$ cat src/rtl/int_issue_queue_if.sv
// Integer issue queue bus: dispatch packet, CDB broadcast, flush and issue handshake.
// The queue takes the slave side; the dispatcher/execute/testbench side is master.
interface int_issue_queue_if #(
    parameter int DEPTH = 4
);
    localparam int CW = $clog2(DEPTH) + 1;

    logic          dispatch_en;
    logic [31:0]   rs1_data;
    logic [31:0]   rs2_data;
    logic          rs1_data_valid;
    logic          rs2_data_valid;
    logic [5:0]    rs1_tag;
    logic [5:0]    rs2_tag;
    logic [5:0]    rd_tag;
    logic [6:0]    opcode;
    logic [2:0]    func3;
    logic [6:0]    func7;
    logic          cdb_valid;
    logic [5:0]    cdb_tag;
    logic [31:0]   cdb_data;
    logic          flush;
    logic          issue_ready;
    logic          issue_valid;
    logic [31:0]   issue_rs1_data;
    logic [31:0]   issue_rs2_data;
    logic [5:0]    issue_rd_tag;
    logic [6:0]    issue_opcode;
    logic [2:0]    issue_func3;
    logic [6:0]    issue_func7;
    logic          queue_full;
    logic [CW-1:0] entry_count;

    modport slave (
        input  dispatch_en, rs1_data, rs2_data,
        input  rs1_data_valid, rs2_data_valid,
        input  rs1_tag, rs2_tag, rd_tag,
        input  opcode, func3, func7,
        input  cdb_valid, cdb_tag, cdb_data,
        input  flush, issue_ready,
        output issue_valid, issue_rs1_data, issue_rs2_data,
        output issue_rd_tag, issue_opcode, issue_func3, issue_func7,
        output queue_full, entry_count
    );

    modport master (
        output dispatch_en, rs1_data, rs2_data,
        output rs1_data_valid, rs2_data_valid,
        output rs1_tag, rs2_tag, rd_tag,
        output opcode, func3, func7,
        output cdb_valid, cdb_tag, cdb_data,
        output flush, issue_ready,
        input  issue_valid, issue_rs1_data, issue_rs2_data,
        input  issue_rd_tag, issue_opcode, issue_func3, issue_func7,
        input  queue_full, entry_count
    );
endinterface

$ cat src/rtl/int_issue_queue.sv
// Integer reservation station: shift-compacting array, oldest-ready-first issue,
// CDB wakeup of stored and incoming operands, flush and async reset.
module int_issue_queue #(
    parameter int DEPTH = 4
) (
    input logic            clk,
    input logic            rst_n,
    int_issue_queue_if.slave io_iq
);
    localparam int IW = $clog2(DEPTH);
    localparam int CW = IW + 1;

    typedef struct packed {
        logic        v;
        logic        a_v;
        logic [5:0]  a_t;
        logic [31:0] a_d;
        logic        b_v;
        logic [5:0]  b_t;
        logic [31:0] b_d;
        logic [5:0]  rd;
        logic [6:0]  op;
        logic [2:0]  f3;
        logic [6:0]  f7;
    } ent_t;

    ent_t          r_q [DEPTH];
    logic [CW-1:0] r_cnt;

    ent_t             w_nxt [DEPTH];
    ent_t             w_in;
    ent_t             w_pick;
    logic [DEPTH-1:0] w_rdy;
    logic             w_any;
    logic [IW-1:0]    w_sel;
    logic [IW-1:0]    w_slot;
    logic             w_full;
    logic             w_iss;
    logic             w_acc;
    logic [CW-1:0]    w_cnt_nxt;

    // Capture a broadcast into any operand still waiting on that tag.
    function automatic ent_t snoop(
        input ent_t        e,
        input logic        cv,
        input logic [5:0]  ct,
        input logic [31:0] cd
    );
        ent_t o;
        o = e;
        if (cv && !e.a_v && e.a_t == ct) begin
            o.a_v = 1'b1;
            o.a_d = cd;
        end
        if (cv && !e.b_v && e.b_t == ct) begin
            o.b_v = 1'b1;
            o.b_d = cd;
        end
        return o;
    endfunction

    always_comb begin
        w_any = 1'b0;
        w_sel = '0;
        for (int i = 0; i < DEPTH; i++) begin
            w_rdy[i] = r_q[i].v & r_q[i].a_v & r_q[i].b_v;
            if (w_rdy[i] && !w_any) begin
                w_any = 1'b1;
                w_sel = IW'(i);
            end
        end
        w_pick = w_any ? r_q[w_sel] : '0;
    end

    assign w_full = (r_cnt == CW'(DEPTH));
    assign w_iss  = w_any & io_iq.issue_ready;
    assign w_acc  = io_iq.dispatch_en & ~w_full;
    assign w_slot = IW'(r_cnt - CW'(w_iss));

    assign w_cnt_nxt = r_cnt + CW'(w_acc) - CW'(w_iss);

    always_comb begin
        w_in      = '0;
        w_in.v    = 1'b1;
        w_in.a_v  = io_iq.rs1_data_valid;
        w_in.a_t  = io_iq.rs1_tag;
        w_in.a_d  = io_iq.rs1_data;
        w_in.b_v  = io_iq.rs2_data_valid;
        w_in.b_t  = io_iq.rs2_tag;
        w_in.b_d  = io_iq.rs2_data;
        w_in.rd   = io_iq.rd_tag;
        w_in.op   = io_iq.opcode;
        w_in.f3   = io_iq.func3;
        w_in.f7   = io_iq.func7;
        w_in      = snoop(w_in, io_iq.cdb_valid,
                          io_iq.cdb_tag, io_iq.cdb_data);
    end

    // Wakeup first, then compaction over the issued slot, then append.
    always_comb begin
        for (int i = 0; i < DEPTH; i++) begin
            w_nxt[i] = r_q[i];
            if (r_q[i].v) begin
                w_nxt[i] = snoop(r_q[i], io_iq.cdb_valid,
                                 io_iq.cdb_tag, io_iq.cdb_data);
            end
        end
        if (w_iss) begin
            for (int i = 0; i < DEPTH - 1; i++) begin
                if (IW'(i) >= w_sel) begin
                    w_nxt[i] = w_nxt[i+1];
                end
            end
            w_nxt[DEPTH-1] = '0;
        end
        if (w_acc) begin
            w_nxt[w_slot] = w_in;
        end
    end

    always_ff @(posedge clk or negedge rst_n) begin
        if (!rst_n) begin
            for (int i = 0; i < DEPTH; i++) begin
                r_q[i] <= '0;
            end
            r_cnt <= '0;
        end else if (io_iq.flush) begin
            for (int i = 0; i < DEPTH; i++) begin
                r_q[i] <= '0;
            end
            r_cnt <= '0;
        end else begin
            for (int i = 0; i < DEPTH; i++) begin
                r_q[i] <= w_nxt[i];
            end
            r_cnt <= w_cnt_nxt;
        end
    end

    assign io_iq.issue_valid    = w_any;
    assign io_iq.issue_rs1_data = w_pick.a_d;
    assign io_iq.issue_rs2_data = w_pick.b_d;
    assign io_iq.issue_rd_tag   = w_pick.rd;
    assign io_iq.issue_opcode   = w_pick.op;
    assign io_iq.issue_func3    = w_pick.f3;
    assign io_iq.issue_func7    = w_pick.f7;
    assign io_iq.queue_full     = w_full;
    assign io_iq.entry_count    = r_cnt;
endmodule

$ cat src/flat_wrapper.sv
// flat-port wrapper written by rule: the top's interface ports become plain ports
module int_issue_queue_flat 
#(
    parameter int DEPTH = 4
)
  (clk, rst_n, io_iq_dispatch_en, io_iq_rs1_data, io_iq_rs2_data, io_iq_rs1_data_valid, io_iq_rs2_data_valid, io_iq_rs1_tag, io_iq_rs2_tag, io_iq_rd_tag, io_iq_opcode, io_iq_func3, io_iq_func7, io_iq_cdb_valid, io_iq_cdb_tag, io_iq_cdb_data, io_iq_flush, io_iq_issue_ready, io_iq_issue_valid, io_iq_issue_rs1_data, io_iq_issue_rs2_data, io_iq_issue_rd_tag, io_iq_issue_opcode, io_iq_issue_func3, io_iq_issue_func7, io_iq_queue_full, io_iq_entry_count);
  int_issue_queue_if #(.DEPTH(DEPTH)) io_iq_i ();
  input logic clk;
  input logic rst_n;
  input wire logic [$bits(io_iq_i.dispatch_en)-1:0] io_iq_dispatch_en;
  input wire logic [$bits(io_iq_i.rs1_data)-1:0] io_iq_rs1_data;
  input wire logic [$bits(io_iq_i.rs2_data)-1:0] io_iq_rs2_data;
  input wire logic [$bits(io_iq_i.rs1_data_valid)-1:0] io_iq_rs1_data_valid;
  input wire logic [$bits(io_iq_i.rs2_data_valid)-1:0] io_iq_rs2_data_valid;
  input wire logic [$bits(io_iq_i.rs1_tag)-1:0] io_iq_rs1_tag;
  input wire logic [$bits(io_iq_i.rs2_tag)-1:0] io_iq_rs2_tag;
  input wire logic [$bits(io_iq_i.rd_tag)-1:0] io_iq_rd_tag;
  input wire logic [$bits(io_iq_i.opcode)-1:0] io_iq_opcode;
  input wire logic [$bits(io_iq_i.func3)-1:0] io_iq_func3;
  input wire logic [$bits(io_iq_i.func7)-1:0] io_iq_func7;
  input wire logic [$bits(io_iq_i.cdb_valid)-1:0] io_iq_cdb_valid;
  input wire logic [$bits(io_iq_i.cdb_tag)-1:0] io_iq_cdb_tag;
  input wire logic [$bits(io_iq_i.cdb_data)-1:0] io_iq_cdb_data;
  input wire logic [$bits(io_iq_i.flush)-1:0] io_iq_flush;
  input wire logic [$bits(io_iq_i.issue_ready)-1:0] io_iq_issue_ready;
  output wire logic [$bits(io_iq_i.issue_valid)-1:0] io_iq_issue_valid;
  output wire logic [$bits(io_iq_i.issue_rs1_data)-1:0] io_iq_issue_rs1_data;
  output wire logic [$bits(io_iq_i.issue_rs2_data)-1:0] io_iq_issue_rs2_data;
  output wire logic [$bits(io_iq_i.issue_rd_tag)-1:0] io_iq_issue_rd_tag;
  output wire logic [$bits(io_iq_i.issue_opcode)-1:0] io_iq_issue_opcode;
  output wire logic [$bits(io_iq_i.issue_func3)-1:0] io_iq_issue_func3;
  output wire logic [$bits(io_iq_i.issue_func7)-1:0] io_iq_issue_func7;
  output wire logic [$bits(io_iq_i.queue_full)-1:0] io_iq_queue_full;
  output wire logic [$bits(io_iq_i.entry_count)-1:0] io_iq_entry_count;
  assign io_iq_i.dispatch_en = io_iq_dispatch_en;
  assign io_iq_i.rs1_data = io_iq_rs1_data;
  assign io_iq_i.rs2_data = io_iq_rs2_data;
  assign io_iq_i.rs1_data_valid = io_iq_rs1_data_valid;
  assign io_iq_i.rs2_data_valid = io_iq_rs2_data_valid;
  assign io_iq_i.rs1_tag = io_iq_rs1_tag;
  assign io_iq_i.rs2_tag = io_iq_rs2_tag;
  assign io_iq_i.rd_tag = io_iq_rd_tag;
  assign io_iq_i.opcode = io_iq_opcode;
  assign io_iq_i.func3 = io_iq_func3;
  assign io_iq_i.func7 = io_iq_func7;
  assign io_iq_i.cdb_valid = io_iq_cdb_valid;
  assign io_iq_i.cdb_tag = io_iq_cdb_tag;
  assign io_iq_i.cdb_data = io_iq_cdb_data;
  assign io_iq_i.flush = io_iq_flush;
  assign io_iq_i.issue_ready = io_iq_issue_ready;
  assign io_iq_issue_valid = io_iq_i.issue_valid;
  assign io_iq_issue_rs1_data = io_iq_i.issue_rs1_data;
  assign io_iq_issue_rs2_data = io_iq_i.issue_rs2_data;
  assign io_iq_issue_rd_tag = io_iq_i.issue_rd_tag;
  assign io_iq_issue_opcode = io_iq_i.issue_opcode;
  assign io_iq_issue_func3 = io_iq_i.issue_func3;
  assign io_iq_issue_func7 = io_iq_i.issue_func7;
  assign io_iq_queue_full = io_iq_i.queue_full;
  assign io_iq_entry_count = io_iq_i.entry_count;
  int_issue_queue #(.DEPTH(DEPTH)) u_core (.clk(clk), .rst_n(rst_n), .io_iq(io_iq_i));
endmodule
$ cat config.mk
export PLATFORM = sky130hd
export DESIGN_NAME = int_issue_queue_flat
export DESIGN_NICKNAME = d
export VERILOG_FILES = /design/src/rtl/int_issue_queue_if.sv /design/src/rtl/int_issue_queue.sv /design/src/flat_wrapper.sv
export SDC_FILE = /design/constraint.sdc
export NUM_CORES = 1
export LEC_CHECK = 0
export CAP_MARGIN = 25
export CORE_MARGIN = 8
export CORE_UTILIZATION = 36
export DETAILED_ROUTE_END_ITERATION = 10
export GPL_ROUTABILITY_DRIVEN = 0
export GPL_TIMING_DRIVEN = 0
export MAX_ROUTING_LAYER = met4
export PLACE_DENSITY_LB_ADDON = 0.2
export SYNTH_ARGS = -nofsm -noshare
export SYNTH_HDL_FRONTEND = slang
export SYNTH_SLANG_ARGS = --single-unit
$ cat constraint.sdc
create_clock -name clk -period 4.8 [get_ports clk]
set_clock_uncertainty 0.15 [all_clocks]
set_input_delay 1.2 -clock clk [delete_from_list [all_inputs] [get_ports clk]]
set_output_delay 1.2 -clock clk [all_outputs]
set_load 0.01 [all_outputs]
==> flow_summary.toml, run 1 <==
[run_status]
outcome = "completed"

[die]
design.core.area_sq_um = 68470
die_y_microns = 278.8
die_w_microns = 278.8
fp.dieArea_sq_um = 77720
placementRows = 96
ios = 237
initial_utilization_pct = 36.31

[critical_path]
rrSetupSlack_ns = 0.45
critical_path_class = "flip-flop to output pin"
worst_path_largest_cell_delay_ns = 0.49
r2r_start = "u_core.r_q[407]"
r2r_cells = 10
endpoint_kind = "output pin"
path_cells = "and3_1, buf_2, nor3_4, buf_12, buf_6, clkbuf_4, mux4_2, and2_1, clkdlybuf4s50_1"
cp_max_fo = 10
cp_data_arrival_time_ns = 3.36
slowest_stage = "clkdlybuf4s50_1"
cp-start-kind = "flip-flop"
required_ns = 3.45
r2r_end = "u_core.r_q[150]"

[clocking]
cts_sinks = 411
clockBufferDepth = 3
cts.reportedPaths.clkPinSlew_ns = 0.06
clk_latency_ns = 0.60
clockRootBuffer = "clkbuf_16"
cts_tree = "yes"
cts_buffers = 49
cts_max_level = 2

[logic_synthesis]
yosysWarnings = 0
ys_ff_latch = 411
ys_seq_area_share_pct = 41.37
async_flop_share_pct = 100.0
synth_area_sq_um = 24860
synth_ff_type = "dfrtp_1"
synth_cell_types = 46
syn_nets = 2769
synthCells = 2621
synth_enable_flop_cells = 0
avgSynthCellArea_sq_um = 9.485

[power_and_ir_drop]
peakVddDrop_mv = 0.2349
power.density_nw_per_um2 = 354.1
power.leakage_nw = 12.46

[layout]
final_util_pct = 43.73
nets = 3028
final_cells = 3800
diodes = 0
layout-drive-gt1-share_pct = 8.533
area_growth_pct = 20.43

[route]
drt_first_iter_violations = 3356
dr.pass1.iters = 6
wire_per_inst_microns = 28.57
num_vias = 24166
drt.antenna.violating_nets = 0
drc = 0
wirelength_microns = 108600
viasPerCell = 6.359

[timing]
final-max-slew-violation-count = 0
min_period_ns = 4.708
setup_viol_count_final = 0
fmax_mhz = 212.4
rsz0062_at_grt = "true"
finalCritPeriodShare_pct = 98.08
relSlewSlack_pct = 24.86
hold_viol = 0
tightestPinTransition_ns = 1.127

[placed_design]
io_buffers = 197
hpwl_microns = 74430
dp_cells = 3706

[job]
drv_cap = 0

[global_route]
grt_pass1_vias = 24619
grt_use_total_pct = 27.63
grt_max_degree = 116
antenna_found_initial = 0
grt_pass1_wl_microns = 160500
grt_overflow = 0

[hold_path]
hp-class = "primary input to async pin"
-- worst max-delay path by stage --
| stage | cells after the start | endpoint | from |
|---|---|---|---|
| global route | 8 | io_iq_issue_rs1_data[2] | u_core.r_q[407] |
| finish | 9 | io_iq_issue_rs1_data[19] | u_core.r_q[407] |
| global placement | 1 | u_core.r_q[78] | rst_n |
| floorplan | 8 | io_iq_issue_rs1_data[10] | u_core.r_q[305] |
| CTS | 8 | io_iq_issue_rs1_data[1] | u_core.r_q[101] |
| detailed placement | 10 | u_core.r_q[174] | io_iq_issue_ready |
-- cells in the mapped netlist, drive strengths merged (47+ instances only) --
| master | n | area (sq um) |
|---|---|---|
| and2 | 89 | 556.8 |
| clkbuf | 212 | 795.8 |
| buf | 85 | 365.4 |
| mux4 | 87 | 1959 |
| xnor2 | 47 | 411.6 |
| dfrtp | 411 | 10280 |
| o22a | 96 | 840.8 |
| nand3 | 49 | 245.2 |
| mux2i | 128 | 1281 |
| a21o | 160 | 1201 |
| nor2 | 122 | 457.9 |
| o21ai | 142 | 710.7 |
| a21oi | 271 | 1356 |
| o22ai | 97 | 606.8 |
| a311oi | 105 | 919.6 |
| nand2 | 266 | 998.5 |
-- final cells by class --
class                      instances  area (sq um)
multi-input combinational       1876         13300
inverter                          37         138.9
tap                              882          1104
fill                            6680         38530
timing repair buffer             212          2201
clock buffer                      77          1524
clock inverter                    12         147.6
sequential                       411         10290
buffer                           293          1235
-- flip-flops by register name, indices dropped and copies added, names as in the netlist --
register and cells:
u_core.io_iq.entry_count 3, u_core.r_q 408
-- stage by stage --
step / hold WS (ns) / instance area (sq um) / setup WS [ns] / total power, W / TNS, ns
4_1_cts: 0.3367 / 29880 / 0.01114 / 0.01056 / 0
5_1_grt: 0.3557 / 29940 / -0.01854 / 0.01098 / -0.01854
3_3_place_gp: 0.3841 / 27940 / -16.68 / 0.006572 / -6955.49
6_report: 0.3381 / 29940 / 0.09232 / 0.01060 / 0
2_1_floorplan: 0.3700 / 24860 / 1.090 / 0.005719 / 0
3_5_place_dp: 0.3985 / 28080 / -0.7088 / 0.006652 / -110.07
-- cell families (layout without fill, tap and decap cells) --
family	count (synthesis)	in the layout	synth area share [%]
AO/OA/AOI/OAI	982	982	26.61
XOR/XNOR	63	63	2.250
adder cells (fa/ha/maj)	3	3	0.1812
buffers and inverters	334	631	5.229
flip-flops	411	411	41.37
multiplexers	215	215	13.04
AND/OR/NAND/NOR	613	613	11.32
-- placed cells by master, fill, tap and decap left out, types with 6 or more instances in the layout --
master	count
dfrtp_1	409
a21oi_1	271
nand2_1	266
clkbuf_1	206
clkdlybuf4s50_1	196
a21o_1	160
o21ai_0	132
mux2i_1	128
nor2_1	121
a311oi_1	105
o22ai_1	97
o22a_1	96
and2_1	88
mux4_2	87
clkbuf_16	51
nand3_1	49
xnor2_1	47
buf_1	45
inv_1	35
or3_1	34
o32a_1	33
o221ai_1	33
o21a_1	33
buf_2	30
xor2_1	15
clkbuf_8	15
nand4_1	12
clkbuf_2	11
nor3_1	10
o21ai_1	10
buf_6	8
buf_4	7
and3b_1	6
-- power breakdown --
group / total [W] / internal [W] / switching [W]
Combinational: 0.00242 / 0.00101 / 0.00141
Clock: 0.00393 / 0.00233 / 0.00160
Sequential: 0.00424 / 0.00391 / 0.000334
-- metal layers --
| metal | up-vias | track usage, % | routed length [microns] |
|---|---|---|---|
| li1 | 10246 | - | - |
| met1 | 12111 | 35.17 | 43590 |
| met2 | 1508 | 42.90 | 50330 |
| met3 | 301 | 5.451 | 10010 |
| met4 | 0 | 11.62 | 4633 |
| met5 | - | - | 0 |
-- critical path: cells and delay by family (launching register included) --
family / cells / cell delay, ns
buffers and inverters: 5 / 1.36
muxes: 1 / 0.33
DFF: 1 / 0.41
and+or+nand+nor: 3 / 0.63
-- repair_timing --
| item | 4_1_cts | 5_1_grt |
|---|---|---|
| gates resized for setup | 45 | 10 |
| setup endpoints to repair | 137 | 60 |
| gates cloned | 0 | 0 |
| pin swaps | 3 | 1 |
| hold endpoints to repair | 0 | 0 |
| hold buffers | 0 | 0 |
| buffers inserted | 4 | 3 |
No activity file was read; power rests on OpenSTA's default activity.
==> run 2: changes to the inputs <==
Settings changed: CORE_MARGIN 8 to 10.
Clock period 4.8 ns to 3.88 ns, I/O delays scaled along.
==> flow_summary.toml, run 2 (same netlist as run 1, synthesis figures left out) <==
[layout]
layout_common_cells = "dfrtp_1, a21oi_1, nand2_1"
final_util_pct = 44.80
final_common_cell = "dfrtp_1"
layout-drive-gt1-share_pct = 15.65
top_register = "u_core.r_q"
largest_reg_flops = 408
area_growth_pct = 23.59
nets = 3083

[global_route]
grt_overflow = 0
grt_use_total_pct = 27.45
grt_pass1_vias = 24809
grt_max_degree = 104
antenna_found_initial = 4
grt_pass1_wl_microns = 161600

[hold_path]
hp-class = "primary input to async pin"

[timing]
setup_viol_count_final = 20
relSlewSlack_pct = 27.19
final-max-slew-violation-count = 0
min_period_ns = 3.951
whs_ns = 0.1101
hold_viol = 0
setup_tns_ns = -0.5815
rsz0062_at_grt = "true"
finalCritPeriodShare_pct = 101.8
fmax_mhz = 253.1
tightestPinTransition_ns = 1.092
worst_slack_ns = -0.07125

[placed_design]
io_buffers = 197
pre_cts_slack_ns = -1.308
hpwl_microns = 75500

[die]
design.core.area_sq_um = 68590
die_y_microns = 282.8
initial_utilization_pct = 36.25
ios = 237
die_w_microns = 282.8
fp.dieArea_sq_um = 79970
placementRows = 96

[route]
wl_met1_microns = 43690
wl_met3_microns = 10560
dr.pass1.iters = 6
num_vias = 24780
highest_layer = "met4"
wirelength_microns = 111400
drt_first_iter_violations = 3083
wire_per_inst_microns = 28.52
met2_length_microns = 52460
drc = 0
viasPerCell = 6.342
drt.antenna.violating_nets = 0

[power_and_ir_drop]
peakVddDrop_mv = 0.2878
power.density_nw_per_um2 = 422.2
p_total_w = 0.01297
power.leakage_nw = 13.14

[clocking]
cts.reportedPaths.clkPinSlew_ns = 0.06
cts_sinks = 411
cts_max_level = 2
clk_latency_ns = 0.65
cts_buffers = 50
clockBufferDepth = 3
clockRootBuffer = "clkbuf_16"
cts_tree = "yes"
ctsHoldBuffers = 0

[critical_path]
cp-start-kind = "flip-flop"
critical_path_class = "flip-flop to output pin"
endpoint_kind = "output pin"
slowest_stage = "mux4_2"
cp_max_fo = 8
worst_path_largest_cell_delay_ns = 0.51
startpoint = "u_core.r_q[265]"
critPathMostFrequentCell = "buf_6"
required_ns = 2.76
cp_data_arrival_time_ns = 2.83
r2r_end = "u_core.r_q[398]"
rrSetupSlack_ns = 0.13
r2r_start = "u_core.r_q[61]"
path_cells = "and3_4, a21oi_4, nor2_4, buf_12, buf_16, clkbuf_16, buf_6, mux4_2, and2_4, buf_6"
r2r_cells = 13

[job]
drv_cap = 0

[run_status]
outcome = "finished, violations left"
violations = "setup timing"
## run 2: cell types whose count changed in the layout (fill, tap and decap cells not counted), moves of 28 or more
cell,delta
clkdlybuf4s50_1,-88
clkbuf_2,+51
and2_4,+48
and2_1,-47
buf_6,+39
buf_4,+28
## run 2: repair_timing
| item | CTS | global route |
|---|---|---|
| endpoints found under the setup margin | 485 | 346 |
| gates resized for setup | 393 | 205 |
| buffers inserted | 28 | 29 |
| hold endpoints to repair | 0 | 0 |
| cloned | 1 | 8 |
| pin swaps | 15 | 13 |
## run 2: report_power, final
part	total [W]	internal (W)	leakage [nW]	switching [W]
registers	0.00525	0.00484	5.61	0.000417
clock network	0.00465	0.00261	0.761	0.00205
logic	0.00306	0.00128	6.77	0.00178
total	0.0130	0.00873	13.1	0.00425
## run 2: through the flow
| step | instance area (sq um) | instances |
|---|---|---|
| 6_report | 30720 | 3907 |
| 2_1_floorplan | 24860 | 2621 |
| 3_3_place_gp | 28000 | 3749 |
| 3_5_place_dp | 28150 | 3756 |
| 4_1_cts | 30170 | 3870 |
| 5_1_grt | 30720 | 3905 |
## run 2: metal layers
metal / vias up / GRT usage [%]
li1: 10353 / -
met1: 12533 / 34.03
met2: 1593 / 42.77
met3: 301 / 5.787
met4: 0 / 12.23
met5: - / -
## run 2: layout make-up
class | count | area (sq um)
clock inverter | 8 | 90.09
multi-input combinational | 1876 | 13470
timing repair buffer | 267 | 2572
inverter | 37 | 138.9
clock buffer | 81 | 1478
buffer | 292 | 1518
sequential | 411 | 10290
fill | 6477 | 37860
antenna | 4 | 10.01
tap | 931 | 1165
## run 2: worst max-delay path, delay by kind of cell (launching register included)
family	cells	cell delay [ns]
flip-flops	1	0.39
buffers and inverters	5	0.69
AND/OR/NAND/NOR	3	0.51
multiplexers	1	0.51
AO/OA/AOI/OAI	1	0.04
## run 2: worst max-delay path by stage
stage,end,slack [ns],cells past startpoint
final,io_iq_issue_rs1_data[22],-0.07,10
after global routing,io_iq_issue_rs2_data[26],-0.12,10
after CTS,io_iq_issue_func7[2],-0.14,9
after detailed placement,io_iq_issue_rs1_data[1],-1.31,9
after global placement,u_core.r_q[180],-17.35,1
after floorplan,io_iq_issue_rs1_data[10],0.40,8
